## config.mk

```make
export PLATFORM = sky130hd
export DESIGN_NAME = control_unit
export DESIGN_NICKNAME = d
export VERILOG_FILES = /design/src/rtl/control_unit_pkg.sv /design/src/rtl/control_unit.sv
export SDC_FILE = /design/constraint.sdc
export NUM_CORES = 1
export LEC_CHECK = 0
export BUFFER_PORTS_ARGS = -buffer_cell sky130_fd_sc_hd__buf_2
export CAP_MARGIN = 0
export CORE_AREA = 2 2 45 47
export DETAILED_ROUTE_END_ITERATION = 10
export DIE_AREA = 0 0 47 49
export PLACE_DENSITY = 0.72
export SETUP_SLACK_MARGIN = 0.4
export SLEW_MARGIN = 25
export SYNTH_ARGS = -nofsm -noshare
export SYNTH_HDL_FRONTEND = slang
export SYNTH_SLANG_ARGS = --single-unit
```

## constraint.sdc

```tcl
create_clock -name clk -period 1.6 [get_ports clk]
set_clock_uncertainty 0.2 [all_clocks]
set_input_delay 0.24 -clock clk [delete_from_list [all_inputs] [get_ports clk]]
set_output_delay 0.24 -clock clk [all_outputs]
set_load 0.1 [all_outputs]
```

## src/rtl/control_unit_pkg.sv

```systemverilog
// Shared encodings for the simple-processor control unit: opcodes, FSM
// states, bus mux select codes, ALU operation codes and ext-source codes.
package control_unit_pkg;

  localparam logic [2:0] OP_MV  = 3'b000;
  localparam logic [2:0] OP_MVT = 3'b001;
  localparam logic [2:0] OP_ADD = 3'b010;
  localparam logic [2:0] OP_SUB = 3'b011;
  localparam logic [2:0] OP_LD  = 3'b100;
  localparam logic [2:0] OP_ST  = 3'b101;
  localparam logic [2:0] OP_AND = 3'b110;
  localparam logic [2:0] OP_RSV = 3'b111;

  typedef enum logic [2:0] {
    S_IDLE   = 3'd0,
    S_FETCH  = 3'd1,
    S_FWAIT  = 3'd2,
    S_DECODE = 3'd3,
    S_EX1    = 3'd4,
    S_EX2    = 3'd5,
    S_EX3    = 3'd6
  } state_t;

  localparam logic [3:0] SEL_R0  = 4'd0;
  localparam logic [3:0] SEL_R1  = 4'd1;
  localparam logic [3:0] SEL_R2  = 4'd2;
  localparam logic [3:0] SEL_R3  = 4'd3;
  localparam logic [3:0] SEL_R4  = 4'd4;
  localparam logic [3:0] SEL_R5  = 4'd5;
  localparam logic [3:0] SEL_R6  = 4'd6;
  localparam logic [3:0] SEL_R7  = 4'd7;
  localparam logic [3:0] SEL_IMM = 4'd8;
  localparam logic [3:0] SEL_EXT = 4'd9;

  localparam logic [1:0] ALU_ADD = 2'b00;
  localparam logic [1:0] ALU_SUB = 2'b01;
  localparam logic [1:0] ALU_AND = 2'b10;

  localparam logic EXT_G   = 1'b0;
  localparam logic EXT_DIN = 1'b1;

  // Register number to bus mux select code.
  function automatic logic [3:0] reg_sel(input logic [2:0] r);
    return {1'b0, r};
  endfunction

  // Register number to one-hot write enable.
  function automatic logic [7:0] reg_onehot(input logic [2:0] r);
    return 8'b0000_0001 << r;
  endfunction

  // Arithmetic/logic opcode to ALU operation code.
  function automatic logic [1:0] alu_code(input logic [2:0] op);
    logic [1:0] code;
    case (op)
      OP_SUB:  code = ALU_SUB;
      OP_AND:  code = ALU_AND;
      default: code = ALU_ADD;
    endcase
    return code;
  endfunction

endpackage

```

## src/rtl/control_unit.sv

```systemverilog
// Instruction-sequencing FSM for the 16-bit simple processor. Fetches via
// R7, loads IR, then steps the datapath strobes until the instruction retires.
//
// run/done protocol: run is a level request, sampled only in IDLE and in the
// retiring cycle; done is a single-cycle pulse in the retiring cycle with no
// acknowledge. Dropping run mid-instruction never truncates the instruction.
module control_unit
  import control_unit_pkg::*;
#(
  parameter int MEM_LAT = 1
) (
  input  logic        clk,
  input  logic        rst,
  input  logic        run,
  input  logic [15:0] ir,
  output logic [3:0]  mux_sel,
  output logic        ext_sel,
  output logic [7:0]  r_in,
  output logic        a_in,
  output logic        g_in,
  output logic [1:0]  alu_op,
  output logic        ir_load,
  output logic        addr_in,
  output logic        dout_in,
  output logic        w_d,
  output logic        pc_incr,
  output logic        done,
  output logic [2:0]  state_dbg
);

  localparam int CW = $clog2(MEM_LAT + 1);
  localparam logic [CW-1:0] CNT_INIT = CW'(MEM_LAT - 1);

  logic [2:0] op;
  logic       imm;
  logic [2:0] rx;
  logic [2:0] ry;
  logic       unused_ir;

  state_t        state_q, state_d;
  logic [CW-1:0] cnt_q, cnt_d;

  assign op        = ir[15:13];
  assign imm       = ir[12];
  assign rx        = ir[11:9];
  assign ry        = ir[2:0];
  assign unused_ir = ^ir[8:3];
  assign state_dbg = state_q;

  // State and shared wait counter; reset abandons any instruction in flight.
  always_ff @(posedge clk or posedge rst) begin
    if (rst) begin
      state_q <= S_IDLE;
      cnt_q   <= '0;
    end else begin
      state_q <= state_d;
      cnt_q   <= cnt_d;
    end
  end

  // Next-state and Moore strobe decode from state and IR.
  always_comb begin
    state_d = state_q;
    cnt_d   = cnt_q;
    mux_sel = SEL_R0;
    ext_sel = EXT_G;
    r_in    = '0;
    a_in    = 1'b0;
    g_in    = 1'b0;
    alu_op  = ALU_ADD;
    ir_load = 1'b0;
    addr_in = 1'b0;
    dout_in = 1'b0;
    w_d     = 1'b0;
    pc_incr = 1'b0;
    done    = 1'b0;

    case (state_q)
      S_IDLE: begin
        if (run) state_d = S_FETCH;
      end

      S_FETCH: begin
        mux_sel = SEL_R7;
        addr_in = 1'b1;
        pc_incr = 1'b1;
        cnt_d   = CNT_INIT;
        state_d = S_FWAIT;
      end

      S_FWAIT: begin
        if (cnt_q == '0) state_d = S_DECODE;
        else             cnt_d   = cnt_q - CW'(1);
      end

      S_DECODE: begin
        ir_load = 1'b1;
        state_d = S_EX1;
      end

      S_EX1: begin
        case (op)
          OP_MV: begin
            mux_sel = imm ? SEL_IMM : reg_sel(ry);
            r_in    = reg_onehot(rx);
            done    = 1'b1;
          end
          OP_MVT: begin
            mux_sel = SEL_IMM;
            r_in    = reg_onehot(rx);
            done    = 1'b1;
          end
          OP_ADD, OP_SUB, OP_AND: begin
            mux_sel = reg_sel(rx);
            a_in    = 1'b1;
            state_d = S_EX2;
          end
          OP_LD: begin
            mux_sel = reg_sel(ry);
            addr_in = 1'b1;
            cnt_d   = CNT_INIT;
            state_d = S_EX2;
          end
          OP_ST: begin
            mux_sel = reg_sel(ry);
            addr_in = 1'b1;
            state_d = S_EX2;
          end
          default: begin
            done = 1'b1;
          end
        endcase
      end

      S_EX2: begin
        case (op)
          OP_ADD, OP_SUB, OP_AND: begin
            mux_sel = imm ? SEL_IMM : reg_sel(ry);
            g_in    = 1'b1;
            alu_op  = alu_code(op);
            state_d = S_EX3;
          end
          OP_LD: begin
            if (cnt_q == '0) state_d = S_EX3;
            else             cnt_d   = cnt_q - CW'(1);
          end
          OP_ST: begin
            mux_sel = reg_sel(rx);
            dout_in = 1'b1;
            w_d     = 1'b1;
            done    = 1'b1;
          end
          default: begin
            state_d = S_IDLE;
          end
        endcase
      end

      S_EX3: begin
        mux_sel = SEL_EXT;
        ext_sel = (op == OP_LD) ? EXT_DIN : EXT_G;
        r_in    = reg_onehot(rx);
        done    = 1'b1;
      end

      default: begin
        state_d = S_IDLE;
      end
    endcase

    // Retire: continue with the next fetch only while run is held.
    if (done) state_d = run ? S_FETCH : S_IDLE;
  end

endmodule

```

==> metrics, run 1 <==
post-synthesis sequential area ratio 0.122; row count 16; synthesized cell area 616 um2; Post-DP HPWL 2.83 mm; Failed at clock tree synthesis (4_1_cts); DP Worst Slack -0.568 ns; Mapped Cells 94; CTS Hold Buffers Added 1; CTS sink cnt 3; CTS-repair resized insts 29; status aborted with a tool error; H-tree Lvls 1; Die X-Extent 47 um; Port Buf Inserts 38; count of state elements after synthesis 3; IO Pins 45; syn_area_per_cell 6.55 um2; CTS Buf Count 3; deepest clock path buffer count 2; clk root buf clkbuf_4; syn_nets 113; DIE HEIGHT 49 um; Initial Util 0.334; setup bufs post-CTS 4; Cell variety after synth 35; Cells after DPL 188; Routability Congestion 0.840; Error [ERROR DPL-0038] Utilization greater than 100%, impossible to legalize; Warnings, synthesis 0
-- cell families after synthesis --
family | count (synthesis) | synth area share
DFF | 3 | 0.122
and+or+nand+nor | 50 | 0.441
muxes | 2 | 0.0346
AOI/OAI and AO/OA | 27 | 0.307
buffers and inverters | 12 | 0.0955
-- stage by stage --
step,cell area (um2),util
2_1_floorplan,853,-
3_3_place_gp,1670,0.908
3_5_place_dp,1670,0.908
-- cells in the mapped netlist (all sizes together) --
cell type  instances  area share
a211oi             2       0.024
a21bo              1       0.016
a21o               2       0.024
a21oi              5       0.041
a31oi              1       0.010
a32o               1       0.016
and2               2       0.020
buf                4       0.047
clkbuf             3       0.018
dfrtp              3        0.12
inv                5       0.030
mux2               1       0.018
mux2i              1       0.016
nand2              8       0.049
nand2b             4       0.041
nand3              2       0.024
nand3b             4       0.049
nor2              14       0.085
nor2b              2       0.020
nor3               6       0.049
nor3b              2       0.024
nor4bb             1       0.016
o211ai             1       0.012
o21ai              8       0.065
o21bai             2       0.024
o22ai              3       0.030
o311ai             1       0.043
or2                1       0.010
or3                2       0.020
or3b               1       0.014
or4                1       0.018
==> inputs of run 2 (changes only) <==
--- a/config.mk
+++ b/config.mk
@@ -7,11 +7,10 @@
 export LEC_CHECK = 0
 export BUFFER_PORTS_ARGS = -buffer_cell sky130_fd_sc_hd__buf_2
 export CAP_MARGIN = 0
-export CORE_AREA = 2 2 45 47
+export CORE_AREA = 2 2 63 65
 export DETAILED_ROUTE_END_ITERATION = 10
-export DIE_AREA = 0 0 47 49
-export PLACE_DENSITY = 0.72
-export SETUP_SLACK_MARGIN = 0.4
+export DIE_AREA = 0 0 65 67
+export PLACE_DENSITY_LB_ADDON = 0.15
 export SLEW_MARGIN = 25
 export SYNTH_ARGS = -nofsm -noshare
 export SYNTH_HDL_FRONTEND = slang
==> constraint.sdc (replaced) <==
create_clock -name clk -period 2.1 [get_ports clk]
set_clock_uncertainty 0.2 [all_clocks]
set_input_delay 0.315 -clock clk [delete_from_list [all_inputs] [get_ports clk]]
set_output_delay 0.315 -clock clk [all_outputs]
set_load 0.1 [all_outputs]
==> run 2 against run 1 <==
Effect of this change: the flow now finishes, with violations (negative setup slack); synthesized cell count unchanged; synthesized area unchanged.
==> metrics, run 2 <==
status finished, violations left; failing checks negative setup slack; ys flop type dfrtp_1; Mapped Cells 94; RSZ-0062 raised after global routing yes; most common cell after layout, fill and taps aside buf_4; total number of vias 921; first-pass GRT wire length 4.58 mm; Post-synth EDFFs 0; Cells after DPL 199; Final Hold Fails 0; worst-skew pair later-pin latency 0.22 ns; aggregate global-route resource usage 0.135; Routability Congestion 0.802; syn_nets 113; Tightest Pin Transition 0.486 ns; Post-Route WL 2.58 mm; clk root buf clkbuf_8; Synth-to-Final Area Change 180%; CTS sink cnt 3; IO Pins 45; Die X-Extent 65 um; Required @ worst endpoint 1.58 ns; crit end category output pin; nets@finish 180; Synth area leaders dfrtp_1 (12%), nor2_1 (8.5%), nor3_1 (4.9%), o21ai_0 (4.9%), nand2_1 (4.9%); die area 4360 um2; most common cell in the synthesized netlist nor2_1; deepest clock path buffer count 2; Sequential Power Share 0.059; max cap viols 0; Slew Limit Fails 0; synthesized cell area 616 um2; total iterations of the first detailed-routing run 4; crit path DAT 1.79 ns; most frequent cells in the layout buf_4 (26), buf_12 (23), buf_2 (15); vias in the first global route 1003; Internal 0.998 mW; Synth async-reset ratio 1.00; non-filler instance count after layout 208; CTS tree built; Reg area 86.3 um2; Cell variety after synth 35; Final setup viols 13; pin count of the biggest net entering global routing 8; Worst IR Drop VDD 1160 uV; Reg clk slew, reported paths 0.03 ns; Post-DP Area 1580 um2; Final WS setup -0.208 ns; Initial Util 0.171; share of layout cells above drive strength 1 0.700; max FFs per register 3; CTS Buf Count 3; multi-input logic area 729 um2; vias per cell 4.43; Hold WC Path Type in2reg; Combinational Power Share 0.867; area share of the largest cell type after synthesis 0.122; post-synthesis sequential area ratio 0.122; top cells by count, synth nor2_1 (14), nand2_1 (8), nor3_1 (6), o21ai_0 (6); Switching Power 1.37 mW; Yosys top cell by area dfrtp_1; Power Density 1370 nW/um2; P_leak 0.700 nW; diodes inserted 0; final worst path period need 2.31 ns; DR iter-0 viols 16; DRC 0; post-route cell area 1730 um2; Routed wire per std cell 12.4 um; fmax 433 MHz; critical path launch point type flop; DIE HEIGHT 67 um; Register-to-Register Setup Slack 0.50 ns; H-tree Lvls 1; overflow left after global routing 0; Port Buf Inserts 38; clock network fraction of design power 0.074; core region area 3610 um2; syn_area_per_cell 6.55 um2; period utilization 1.10; Post-DP HPWL 2.07 mm; Setup CP Type reg2out; row count 22; count of state elements after synthesis 3; crit-path max FO 5; Warnings, synthesis 0; Sw Ratio 0.578; Slew HR 0.678; fillers 349; Antenna Nets Post-Route 0; number of antenna violations at the first check in global routing 0
run 2: worst paths after layout:
kind                                           from                  endpoint  cells after the start
min in group asynchronous                       rst  state_dbg[2]$_DFFE_PP0P_                      3
setup reg to reg           state_dbg[0]$_DFFE_PP0P_  state_dbg[2]$_DFFE_PP0P_                      6
max in group asynchronous                       rst  state_dbg[1]$_DFFE_PP0P_                      3
setup / recovery           state_dbg[0]$_DFFE_PP0P_                mux_sel[0]                      5
hold reg to reg            state_dbg[1]$_DFFE_PP0P_  state_dbg[0]$_DFFE_PP0P_                      3
hold / removal                                  run  state_dbg[0]$_DFFE_PP0P_                      3
run 2: critical path: stages, from the launching register on:
cell and delay, ns:
dfrtp_4 0.50, or4_4 0.44, o311ai_4 0.10, a211oi_2 0.15, o22ai_4 0.18, buf_12 0.19
run 2: routing by layer:
layer | track usage | up-vias | share of wire
met5 | 0 | - | 0
met4 | 0.0559 | 0 | 0.016
met3 | 0.0152 | 4 | 0.032
met2 | 0.245 | 22 | 0.54
met1 | 0.160 | 431 | 0.41
li1 | - | 464 | -
run 2: repair_timing:
item	CTS	global route
setup endpoints to repair	18	18
buffers inserted	4	0
gates resized for setup	13	4
endpoints found under the hold margin	3	0
hold buffers	1	0
pin swaps	11	11
run 2: logic make-up (layout without fill, tap and decap cells):
family | Yosys count | count (layout) | synth area share
flip-flops | 3 | 3 | 0.122
AND/OR/NAND/NOR | 50 | 50 | 0.441
buffers and inverters | 12 | 78 | 0.0955
multiplexers | 2 | 2 | 0.0346
AO/OA/AOI/OAI | 27 | 27 | 0.307
run 2: power groups by stage:
stage               registers (mW)  clock network (mW)  logic, mW
finish                       0.140               0.175       2.05
global route                 0.149               0.188       2.14
CTS                          0.140               0.182       2.05
detailed placement           0.139                   0       1.93
global placement             0.138                   0       1.92
floorplan                    0.320                   0       1.13
run 2: area by class of cell:
cell class	instances	share of cell area
inverter	5	0.0109
sequential	3	0.0500
tap	48	0.0348
clock buffer	4	0.0261
timing repair buffer	69	0.455
multi-input combinational	79	0.423
run 2: through the flow:
step / hold WS, ns / util / power [mW] / worst slack [ns] / setup TNS (ns)
after floorplan: -0.131 / - / 1.45 / -0.670 / -7.32
after global placement: -0.0198 / 0.438 / 2.06 / -0.0875 / -0.176
after detailed placement: -0.0151 / 0.438 / 2.07 / -0.0983 / -0.207
after CTS: 0.178 / 0.476 / 2.37 / -0.228 / -1.58
after global routing: 0.207 / 0.478 / 2.48 / -0.255 / -2.02
final: 0.181 / 0.478 / 2.37 / -0.208 / -1.22
Note: power is estimated with default switching activity, not from simulation.
==> inputs of run 3 (changes only) <==
--- a/config.mk
+++ b/config.mk
@@ -5,6 +5,7 @@
 export SDC_FILE = /design/constraint.sdc
 export NUM_CORES = 1
 export LEC_CHECK = 0
+export ABC_AREA = 1
 export BUFFER_PORTS_ARGS = -buffer_cell sky130_fd_sc_hd__buf_2
 export CAP_MARGIN = 0
 export CORE_AREA = 2 2 63 65
==> run 3 against run 2 <==
Effect of this change: the flow now finishes without violations; synthesized cell count rose by 13%; setup slack gained 0.26 ns; sequential share of layout area is 0.89 points higher; largest power group unchanged.
==> metrics, run 3 <==
status complete, no violations; RSZ-0062 raised after global routing yes; syn_nets 125; clk root buf clkbuf_8; syn_area_per_cell 5.38 um2; Post-Route WL 2.24 mm; vias per cell 4.25; number of antenna violations at the first check in global routing 0; fmax 488 MHz; Warnings, synthesis 0; crit end category output pin; Worst IR Drop VDD 716 uV; max FFs per register 3; aggregate global-route resource usage 0.110; most common cell after layout, fill and taps aside nand2_1; post-synthesis sequential area ratio 0.132; first-pass GRT wire length 3.72 mm; Die X-Extent 65 um; DIE HEIGHT 67 um; Final setup viols 0; pin count of the biggest net entering global routing 9; Initial Util 0.158; critical path launch point type flop; CTS tree built; Hold WC Path Type in2reg; crit path DAT 1.53 ns; IO Pins 45; CTS sink cnt 3; FF-to-FF path depth 8; total iterations of the first detailed-routing run 4; Routability Congestion 0.824; GRT Max-Usage Layer met2; Port Buf Inserts 38; Hold Path Sink state_dbg[0]$_DFFE_PP0P_; nets@finish 174; Synth-to-Final Area Change 157%; Cells after DPL 194; Routed wire per std cell 11.1 um; Mapped Cells 106; Required @ worst endpoint 1.58 ns; deepest clock path buffer count 2; final worst path period need 2.05 ns; row count 22; vias in the first global route 817; Post-DP HPWL 1.89 mm; Fin Hold WS 0.177 ns; diodes inserted 0; hold-critical path depth 3; final core utilization 0.406; Reg clk slew, reported paths 0.03 ns; count of state elements after synthesis 3; most frequent cells in the layout nand2_1 (23), buf_12 (22), buf_2 (15); Slew HR 0.675; crit-path max FO 6; synthesized cell area 571 um2; top cells by count, synth nand2_1 (27), nor2_1 (16), inv_1 (11), nand3_1 (11), inv_2 (8); met1 usage 0.138; ys flop type dfrtp_1; Pwr Total 2.13 mW; H-tree Lvls 1; Final WS setup 0.0502 ns; Critical R2R Launch state_dbg[1]$_DFFE_PP0P_; DR iter-0 viols 24; Slew Limit Fails 0; core region area 3610 um2; share of layout cells above drive strength 1 0.617; CTS Buf Count 3; Final Hold Fails 0; max cap viols 0; Power Density 1460 nW/um2; P_leak 0.606 nW; overflow left after global routing 0; Yosys top cell by area nand2_1; DRC 0; Synth area leaders nand2_1 (18%), dfrtp_1 (13%), nor2_1 (11%), nand3_1 (9.6%), inv_1 (7.2%); worst hold start run; worst-skew pair later-pin latency 0.21 ns; Post-synth EDFFs 0; capture point of the worst reg-to-reg path state_dbg[0]$_DFFE_PP0P_; fillers 365; Register-to-Register Setup Slack 0.54 ns; Cell variety after synth 21; met2 global-route usage 0.177; met3 Use GR 0.0321; Antenna Nets Post-Route 0; DP Worst Slack 0.132 ns; Synth async-reset ratio 1.00; area share of the largest cell type after synthesis 0.178; most common cell in the synthesized netlist nand2_1; total number of vias 859; non-filler instance count after layout 202; die area 4360 um2; period utilization 0.976; Tightest Pin Transition 0.490 ns; Setup CP Type reg2out
run 3: critical path: stages, from the launching register on:
cell and delay, ns:
dfrtp_4 0.51, clkinv_4 0.07, nand2_4 0.06, nor2_4 0.23, nand3_2 0.15, nand2_4 0.12, buf_12 0.17
run 3: final cells by class:
| class | instances | area (um2) | share of cell area |
|---|---|---|---|
| Multi-Input combinational cell | 83 | 608 | 0.415 |
| Timing Repair Buffer | 45 | 578 | 0.395 |
| Inverter | 19 | 87.6 | 0.0598 |
| Sequential cell | 3 | 86.3 | 0.0589 |
| Tap cell | 48 | 60.1 | 0.0410 |
| Clock buffer | 4 | 45.0 | 0.0307 |
run 3: report_power, final:
part	internal [mW]	switching, mW	total (mW)
registers	0.104	0.0702	0.174
logic	0.539	1.26	1.79
clock network	0.129	0.0373	0.167
run 3: routing by layer:
metal,vias up,share of wire
met3,2,0.066
met5,-,0
met4,0,0.0098
met1,388,0.43
met2,30,0.49
li1,439,-
run 3: cell families after synthesis:
group / share of synthesized area
simple gates: 0.629
buf+inv: 0.138
compound gates: 0.101
flops: 0.132
run 3: worst max-delay path by stage:
stage | start | end | slack, ns | depth (start not counted)
4_1_cts | state_dbg[1]$_DFFE_PP0P_ | mux_sel[3] | 0.01 | 6
6_report | state_dbg[0]$_DFFE_PP0P_ | done | 0.05 | 6
5_1_grt | state_dbg[0]$_DFFE_PP0P_ | done | -0.02 | 6
3_3_place_gp | ir[13] | mux_sel[1] | 0.15 | 7
3_5_place_dp | ir[13] | mux_sel[1] | 0.13 | 7
2_1_floorplan | state_dbg[0]$_DFFE_PP0P_ | ext_sel | -0.46 | 5
run 3: repair_timing:
action | in CTS | in global routing
pin swaps | 2 | 4
gates resized for setup | 1 | 4
buffers inserted | 0 | 3
endpoints found under the setup margin | 5 | 5
hold buffers | 1 | 0
hold endpoints to repair | 3 | 0
run 3: through the flow:
stage / setup TNS, ns / instance area, um2
final: 0 / 1470
after CTS: 0 / 1430
after global routing: -0.0163 / 1470
after floorplan: -4.66 / 788
after detailed placement: 0 / 1370
after global placement: 0 / 1370
